[src/rtl/dds_update_scheduler.sv]
// dds_update_scheduler
// Sequences frequency / phase / amplitude updates from the PID output decode
// onto a single DDS serial controller. Each update type has a one-deep
// coalescing slot (newest value wins). Slots are granted round-robin, and
// only one command is outstanding at a time: after the valid/ready handshake
// the scheduler waits for the controller's write-done pulse.
//
// Optional feature (macro DDS_SCHED_TIMEOUT_EN): a write-done watchdog.
// After TIMEOUT_CYC cycles in WAIT_DONE without wr_done_in, the scheduler
// returns to IDLE and pulses timeout_out. The timed-out command is dropped.
// Without the macro, WAIT_DONE waits indefinitely and timeout_out is 0.
//
// Ports:
//   clk_in, rst_in             clock, asynchronous active-low reset
//   freq_dv_in / freq_in       frequency update strobe / word
//   phase_dv_in / phase_in     phase update strobe / word
//   amp_dv_in / amp_in         amplitude update strobe / word
//   cmd_valid_out/cmd_ready_in command handshake to dds_controller
//   cmd_type_out               0 = freq, 1 = phase, 2 = amp
//   cmd_data_out               payload, zero-extended to W_CMD
//   wr_done_in                 one-cycle pulse: serial write + IO update done
//   busy_out                   FSM not in IDLE
//   pending_out                slot flags {amp, phase, freq}
//   coalesce_cnt_out           saturating count of overwritten pending updates
//   timeout_out                one-cycle watchdog pulse
module dds_update_scheduler #(
  parameter int W_FREQ      = 48,
  parameter int W_PHASE     = 14,
  parameter int W_AMP       = 10,
  parameter int W_CMD       = 48,
  parameter int W_CNT       = 16,
  parameter int TIMEOUT_CYC = 4096
) (
  input  logic               clk_in,
  input  logic               rst_in,
  input  logic               freq_dv_in,
  input  logic [W_FREQ-1:0]  freq_in,
  input  logic               phase_dv_in,
  input  logic [W_PHASE-1:0] phase_in,
  input  logic               amp_dv_in,
  input  logic [W_AMP-1:0]   amp_in,
  output logic               cmd_valid_out,
  output logic [1:0]         cmd_type_out,
  output logic [W_CMD-1:0]   cmd_data_out,
  input  logic               cmd_ready_in,
  input  logic               wr_done_in,
  output logic               busy_out,
  output logic [2:0]         pending_out,
  output logic [W_CNT-1:0]   coalesce_cnt_out,
  output logic               timeout_out
);

  localparam int NUM_SLOTS = 3;

  typedef enum logic [1:0] {
    IDLE      = 2'd0,
    ISSUE     = 2'd1,
    WAIT_DONE = 2'd2
  } state_t;

  state_t state_q, state_d;

  logic [NUM_SLOTS-1:0]            strobe;
  logic [NUM_SLOTS-1:0]            pend_q;
  logic [NUM_SLOTS-1:0]            grant_vec;
  logic [NUM_SLOTS-1:0]            ovw;
  logic [NUM_SLOTS-1:0][W_CMD-1:0] din;
  logic [NUM_SLOTS-1:0][W_CMD-1:0] slot_q;

  logic [1:0]       last_q;
  logic [1:0]       gnt_idx;
  logic             any_pend;
  logic             grant;
  logic [1:0]       cmd_type_q;
  logic [W_CMD-1:0] cmd_data_q;
  logic [W_CNT-1:0] cnt_q;
  logic [1:0]       ovw_sum;
  logic [W_CNT+1:0] cnt_sum;
  logic             to_expire;

  // Slot index k positions after base, modulo 3.
  function automatic logic [1:0] rr_idx(input logic [1:0] base, input int k);
    int s;
    s = (int'(base) + k) % NUM_SLOTS;
    return s[1:0];
  endfunction

  assign strobe = {amp_dv_in, phase_dv_in, freq_dv_in};
  assign din[0] = W_CMD'(freq_in);
  assign din[1] = W_CMD'(phase_in);
  assign din[2] = W_CMD'(amp_in);

  // ---------------------------------------------------------------------
  // Round-robin pick: scan from the type after the last grant. Walk the
  // order from lowest to highest priority so the highest one wins.
  // ---------------------------------------------------------------------
  always_comb begin
    gnt_idx  = 2'd0;
    any_pend = 1'b0;
    for (int k = NUM_SLOTS; k >= 1; k--) begin
      if (pend_q[rr_idx(last_q, k)]) begin
        gnt_idx  = rr_idx(last_q, k);
        any_pend = 1'b1;
      end
    end
  end

  // ---------------------------------------------------------------------
  // FSM
  // ---------------------------------------------------------------------
  always_ff @(posedge clk_in or negedge rst_in) begin
    if (!rst_in) state_q <= IDLE;
    else         state_q <= state_d;
  end

  always_comb begin
    state_d = state_q;
    grant   = 1'b0;
    case (state_q)
      IDLE: begin
        if (any_pend) begin
          grant   = 1'b1;
          state_d = ISSUE;
        end
      end
      ISSUE: begin
        // wr_done_in is deliberately not looked at here
        if (cmd_ready_in) state_d = WAIT_DONE;
      end
      WAIT_DONE: begin
        // completion wins over a same-cycle watchdog expiry
        if (wr_done_in || to_expire) state_d = IDLE;
      end
      default: state_d = IDLE;
    endcase
  end

  assign grant_vec = grant ? (3'b001 << gnt_idx) : 3'b000;

  // ---------------------------------------------------------------------
  // Coalescing slots. A strobe always loads the slot and sets pending; a
  // strobe in the grant cycle of the same slot is a fresh update, not an
  // overwrite, since the old value is leaving on the command bus.
  // ---------------------------------------------------------------------
  for (genvar i = 0; i < NUM_SLOTS; i++) begin : g_slot
    logic             pend_r;
    logic [W_CMD-1:0] data_r;

    always_ff @(posedge clk_in or negedge rst_in) begin
      if (!rst_in) begin
        pend_r <= 1'b0;
        data_r <= '0;
      end else if (strobe[i]) begin
        pend_r <= 1'b1;
        data_r <= din[i];
      end else if (grant_vec[i]) begin
        pend_r <= 1'b0;
      end
    end

    assign pend_q[i] = pend_r;
    assign slot_q[i] = data_r;
    assign ovw[i]    = strobe[i] & pend_r & ~grant_vec[i];
  end

  // ---------------------------------------------------------------------
  // Coalesce counter: up to +3 per cycle, saturating. Two guard bits keep
  // the sum exact even for very narrow counters.
  // ---------------------------------------------------------------------
  assign ovw_sum = 2'(ovw[0]) + 2'(ovw[1]) + 2'(ovw[2]);
  assign cnt_sum = {2'b00, cnt_q} + {W_CNT'(0), ovw_sum};

  always_ff @(posedge clk_in or negedge rst_in) begin
    if (!rst_in) begin
      cnt_q <= '0;
    end else if (|cnt_sum[W_CNT+1:W_CNT]) begin
      cnt_q <= '1;
    end else begin
      cnt_q <= cnt_sum[W_CNT-1:0];
    end
  end

  // ---------------------------------------------------------------------
  // Command register: loaded at grant, held stable through ISSUE.
  // last_q resets to amp so the first search starts at freq.
  // ---------------------------------------------------------------------
  always_ff @(posedge clk_in or negedge rst_in) begin
    if (!rst_in) begin
      cmd_type_q <= 2'd0;
      cmd_data_q <= '0;
      last_q     <= 2'd2;
    end else if (grant) begin
      cmd_type_q <= gnt_idx;
      cmd_data_q <= slot_q[gnt_idx];
      last_q     <= gnt_idx;
    end
  end

  // ---------------------------------------------------------------------
  // Write-done watchdog
  // ---------------------------------------------------------------------
`ifdef DDS_SCHED_TIMEOUT_EN
  localparam int W_TO = $clog2(TIMEOUT_CYC + 1);

  logic [W_TO-1:0] to_cnt_q;
  logic            to_pulse_q;

  // Counter is held at zero outside WAIT_DONE, so it starts at 0 on entry.
  assign to_expire = (state_q == WAIT_DONE) && !wr_done_in &&
                     (to_cnt_q == W_TO'(TIMEOUT_CYC - 1));

  always_ff @(posedge clk_in or negedge rst_in) begin
    if (!rst_in) begin
      to_cnt_q   <= '0;
      to_pulse_q <= 1'b0;
    end else begin
      to_pulse_q <= to_expire;
      if (state_q != WAIT_DONE) to_cnt_q <= '0;
      else                      to_cnt_q <= to_cnt_q + 1'b1;
    end
  end

  assign timeout_out = to_pulse_q;
`else
  assign to_expire   = 1'b0;
  assign timeout_out = 1'b0;
`endif

  // ---------------------------------------------------------------------
  // Outputs
  // ---------------------------------------------------------------------
  assign cmd_valid_out    = (state_q == ISSUE);
  assign cmd_type_out     = cmd_type_q;
  assign cmd_data_out     = cmd_data_q;
  assign busy_out         = (state_q != IDLE);
  assign pending_out      = pend_q;
  assign coalesce_cnt_out = cnt_q;

endmodule

[config.mk]
export PLATFORM = sky130hd
export DESIGN_NAME = dds_update_scheduler
export DESIGN_NICKNAME = d
export VERILOG_FILES = /design/src/rtl/dds_update_scheduler.sv
export SDC_FILE = /design/constraint.sdc
export NUM_CORES = 1
export LEC_CHECK = 0
export ABC_AREA = 1
export CAP_MARGIN = 20
export CORE_ASPECT_RATIO = 1.4
export CORE_MARGIN = 5
export CORE_UTILIZATION = 30
export CTS_CLUSTER_SIZE = 40
export DETAILED_ROUTE_END_ITERATION = 16
export DONT_BUFFER_PORTS = 1
export GPL_TIMING_DRIVEN = 0
export PLACE_DENSITY = 0.52
export SYNTH_ARGS = -nofsm -noshare
export SYNTH_HDL_FRONTEND = slang
export SYNTH_SLANG_ARGS = --single-unit
[constraint.sdc]
create_clock -name clk_in -period 3.9 [get_ports clk_in]
set_input_delay 0.975 -clock clk_in [delete_from_list [all_inputs] [get_ports clk_in]]
set_output_delay 0.975 -clock clk_in [all_outputs]
set_load 0.02 [all_outputs]
==> flow_results.org <==
** Worst setup path
- CP endpoint kind :: flop
- On the critical path, the stage with the largest delay is an instance of sky130_fd_sc_hd__dfstp_2.
- STA classifies the critical path startpoint as a flop.
- The critical path is of the reg -> reg type.
- Measured in cells, the most critical reg-to-reg path has a length of 25.
- In this design, the stage delay of the slowest critical-path cell is 570 ps.
- Max FO, Critical Path :: 10
- R2R Path Start :: last_q[1]
- In this run the critical register-to-register path is captured at coalesce_cnt_out[13].
- WP data arrival :: 3950 ps
- Data on the critical path is required at its endpoint by 4200 ps.
- The setup check on the worst reg-to-reg path leaves a slack of 250 ps.

** Final layout
- The library cell used most frequently in the layout, excluding fill and tap cells, is sky130_fd_sc_hd__nand2_1.
- The finished cells cover 7690 um^2.
- The final layout contains 901 nets.
- Count of inserted antenna diode cells :: 0
- Filler cell count :: ~2200
- Layout overhead on the synthesized area :: 18.9%
- The finished layout holds between 1000 and 1500 standard cells, fillers aside.
- The post-route netlist has between 10 and 15% of its cells at a drive strength greater than 1.
- Highest-count cells in the layout ignoring fill and taps :: sky130_fd_sc_hd__nand2_1 (339), sky130_fd_sc_hd__dfrtp_1 (143), sky130_fd_sc_hd__nand3_1 (55), sky130_fd_sc_hd__nor2_1 (50), sky130_fd_sc_hd__inv_1 (38)

** Synthesis
- Area of the mapped netlist :: 6460 um^2
- Post-synthesis adder-cell area fraction :: 1.78%
- The synthesized netlist devotes 3.04% of its cell area to compound gates.
- In this run the mean area of a mapped cell was 8.26 um^2.
- Post-synth top area share :: 55.4%
- Summing the areas of all and, or, nand and nor instances in the mapped netlist gives between 30% and 40% of the synthesized area.
- After technology mapping, the gate count stands at 783.
- Sequential fraction of the synthesis area :: 55.8%
- The number of nets in the synthesized netlist is 870.
- Cell accounting for the most synthesized area :: sky130_fd_sc_hd__dfrtp_1
- Leading post-synthesis cells by cell area :: sky130_fd_sc_hd__dfrtp_1 (55%), sky130_fd_sc_hd__nand2_1 (20%), sky130_fd_sc_hd__nand3_1 (4.6%)
- Synth warn :: 0
- After synthesis, the share of cell area in mux cells is 0%.
- XOR/XNOR share of the synthesized area :: 0.136%
- By area, the combinational part of the netlist is dominated by simple AND/OR/NAND/NOR gates.
- Unique cell type count in the Yosys netlist :: 33
- After synthesis the netlist holds a flip-flop and latch count of 144.

** CTS
- Latest clock arrival within the worst-skew pair :: between 400 and 500 ps
- Clock transition at the registers of the reported paths :: 60 ps
- Clock tree from TritonCTS :: yes
- Buffers inserted to repair hold after CTS numbered 0.
- Buffer depth of the longest clock path :: 2
- In this run the clock root is driven by a sky130_fd_sc_hd__clkbuf_16.
- In this run the number of H-tree levels came out at 4.
- Clock tree synthesis inserted a total of 17 buffers.
- For this design, the sink count on the clock tree is ~140.

** Timing
- At the pin with the least slew margin, the transition time is 510 ps.
- The count of endpoints failing hold in the final timing report is 0.
- The number of slew-limit violations in the final report was 0.
- Setup violations remaining at the end of the flow were counted as 0.
- Worst hold slack :: 262 ps
- Setup TNS :: 0 ps
- Of the available clock period, the critical path in the final layout requires 93.7%.
- Worst slew margin :: 66.0%
- Worst clock skew on the final layout :: 7.85 ps
- Highest clock rate :: ~0.27 GHz
- For the finished layout, the period the worst path requires is 3650 ps.

** Die
- I/O pin cnt :: 151
- Initial Utilization :: 30.5%
- Die span in y :: 184 um
- The floorplan step defined a die boundary enclosing 24600 um^2.
- In this run the horizontal extent of the chip is 134 um.
- Standard cell core area :: 21200 um^2
- Number of standard-cell rows in the floorplan :: 63

** Routing
- Routed wire per std cell :: 16.1 um
- The detail route stage leaves a number of antenna-violating nets equal to 0.
- Routed Wire Length :: between 15000 and 20000 um
- After detailed routing, the number of vias per cell comes to 4.58.
- First DRT Iteration DRCs :: 228
- 1st-pass router iterations :: 4
- Post-route DRC violation count :: 0
- Detailed routing inserted a total of 4978 vias.

** Placement
- In this run the cell area measured after placement is 6790 um^2.
- The count of buffers added on input and output ports is 0.
- DPL Wire Length :: about 13000 um
- Placed cell count :: 1043
- Final RePlAce weighted congestion :: 0.777

** Global route
- Maximum number of pins on one net before global-route repair :: 145
- Total GRT Usage :: 14.6%
- Initial antenna violation count :: 0
- Remaining global-route overflow :: 0
- Vias in the first global route :: between 5000 and 6000
- The first global-routing pass estimated between 20000 and 30000 um of wire.

** Pwr
- Pwr Total :: 7.15 mW
- For this design the ratio of total power to cell area is a little over 900 nW/um^2.
- Max IR drop VDD :: 0.000349 V
- Pleak :: about 3.9 nW

** Outcome
- The run finished with clean final reports.

** Hold path
- The tightest min-delay check is of the in -> async type.

** Run
- The tool flagged a number of max-cap violations equal to 0.
==> worst max path at each step <==
stage | start | to | slack [ps] | cells after the start
CTS | last_q[1] | coalesce_cnt_out[15] | 2 | 24
detailed placement | last_q[0] | coalesce_cnt_out[13] | -470 | 26
global placement | freq_dv_in | coalesce_cnt_out[3] | -450 | 16
global route | last_q[1] | coalesce_cnt_out[10] | -20 | 25
floorplan | last_q[0] | coalesce_cnt_out[14] | 280 | 26
finish | last_q[1] | coalesce_cnt_out[13] | 250 | 25
==> registers in the layout (all words and copies together) (netlist names) <==
register / flops
g_slot.pend_r: 3
coalesce_cnt_out: 16
g_slot.data_r: 72
last_q: 2
cmd_type_out: 1
cmd_data_out: 48
state_q: 2
==> per-stage QoR <==
step,utilization [%],setup slack [ps]
4_1_cts,35.7,1.72
5_1_grt,36.2,-19.5
6_report,36.2,246
3_5_place_dp,32.0,-472
3_3_place_gp,32.0,-455
2_1_floorplan,-,283
==> repair_timing <==
item                       4_1_cts  5_1_grt
setup endpoints to repair       16       16
setup buffers                    5        7
gates resized for setup         14       24
pin swaps                        3        8
==> layer usage <==
metal	share of wire (%)	up-vias	GRT usage, %
li1	-	2511	-
met1	41	2332	17.0
met2	51	113	25.1
met3	6.5	22	5.07
met4	2.0	0	5.01
met5	0	-	0
==> power by group <==
part           total (mW)  switching, mW  internal [mW]
logic                2.95           1.90           1.05
registers            2.37          0.534           1.84
clock network        1.82          0.649           1.18
total                7.15           3.08           4.07
==> worst max-delay path: cells and delay by family, from the launching register on <==
| family | cells | cell delay (ps) |
|---|---|---|
| adders and majority gates | 4 | 1290 |
| and+or+nand+nor | 14 | 1130 |
| DFF | 1 | 570 |
| buffers and inverters | 6 | 470 |
| AOI/OAI and AO/OA | 1 | 70 |
==> cell usage after synthesis <==
cell                       instances
sky130_fd_sc_hd__inv_2             8
sky130_fd_sc_hd__nand2_1         345
sky130_fd_sc_hd__nand2_2           1
sky130_fd_sc_hd__nand2_4           3
sky130_fd_sc_hd__conb_1            1
sky130_fd_sc_hd__buf_1             2
sky130_fd_sc_hd__buf_4             6
sky130_fd_sc_hd__ha_1              6
sky130_fd_sc_hd__buf_6             3
sky130_fd_sc_hd__nor4_1            2
sky130_fd_sc_hd__xor2_1            1
sky130_fd_sc_hd__nand4_1          11
sky130_fd_sc_hd__a21oi_1          15
sky130_fd_sc_hd__o21ai_0          18
sky130_fd_sc_hd__nor2_1           55
sky130_fd_sc_hd__dfstp_2           1
sky130_fd_sc_hd__clkbuf_1         18
sky130_fd_sc_hd__nand3_2          10
sky130_fd_sc_hd__dfrtp_1         143
sky130_fd_sc_hd__a21oi_2           1
sky130_fd_sc_hd__or2_2             3
sky130_fd_sc_hd__o21ai_1           3
sky130_fd_sc_hd__a21boi_0          1
sky130_fd_sc_hd__inv_1            41
sky130_fd_sc_hd__nand3_1          59
sky130_fd_sc_hd__nand3b_1          3
sky130_fd_sc_hd__nor2_4            1
sky130_fd_sc_hd__nor2_2            1
sky130_fd_sc_hd__nor3_1            6
sky130_fd_sc_hd__buf_2            11
sky130_fd_sc_hd__fa_1              2
sky130_fd_sc_hd__buf_8             1
sky130_fd_sc_hd__nor2_8            1
==> kinds of logic after synthesis <==
family | Yosys count
DFF | 144
AOI/OAI and AO/OA | 38
and+or+nand+nor | 501
adders and majority gates | 8
xor gates and xnor gates | 1
buffers and inverters | 90
other | 1
==> final cells by class <==
| cell class | instances | area, um^2 | share of cell area, % |
|---|---|---|---|
| Sequential cell | 144 | 3600 | 46.9 |
| Multi-Input combinational cell | 549 | 2580 | 33.6 |
| Clock buffer | 20 | 457 | 5.94 |
| Tap cell | 260 | 325 | 4.23 |
| Buffer | 41 | 236 | 3.08 |
| Clock inverter | 12 | 206 | 2.69 |
| Inverter | 49 | 184 | 2.39 |
| Timing Repair Buffer | 12 | 90.1 | 1.17 |
Note: power is estimated with default switching activity, not from simulation.
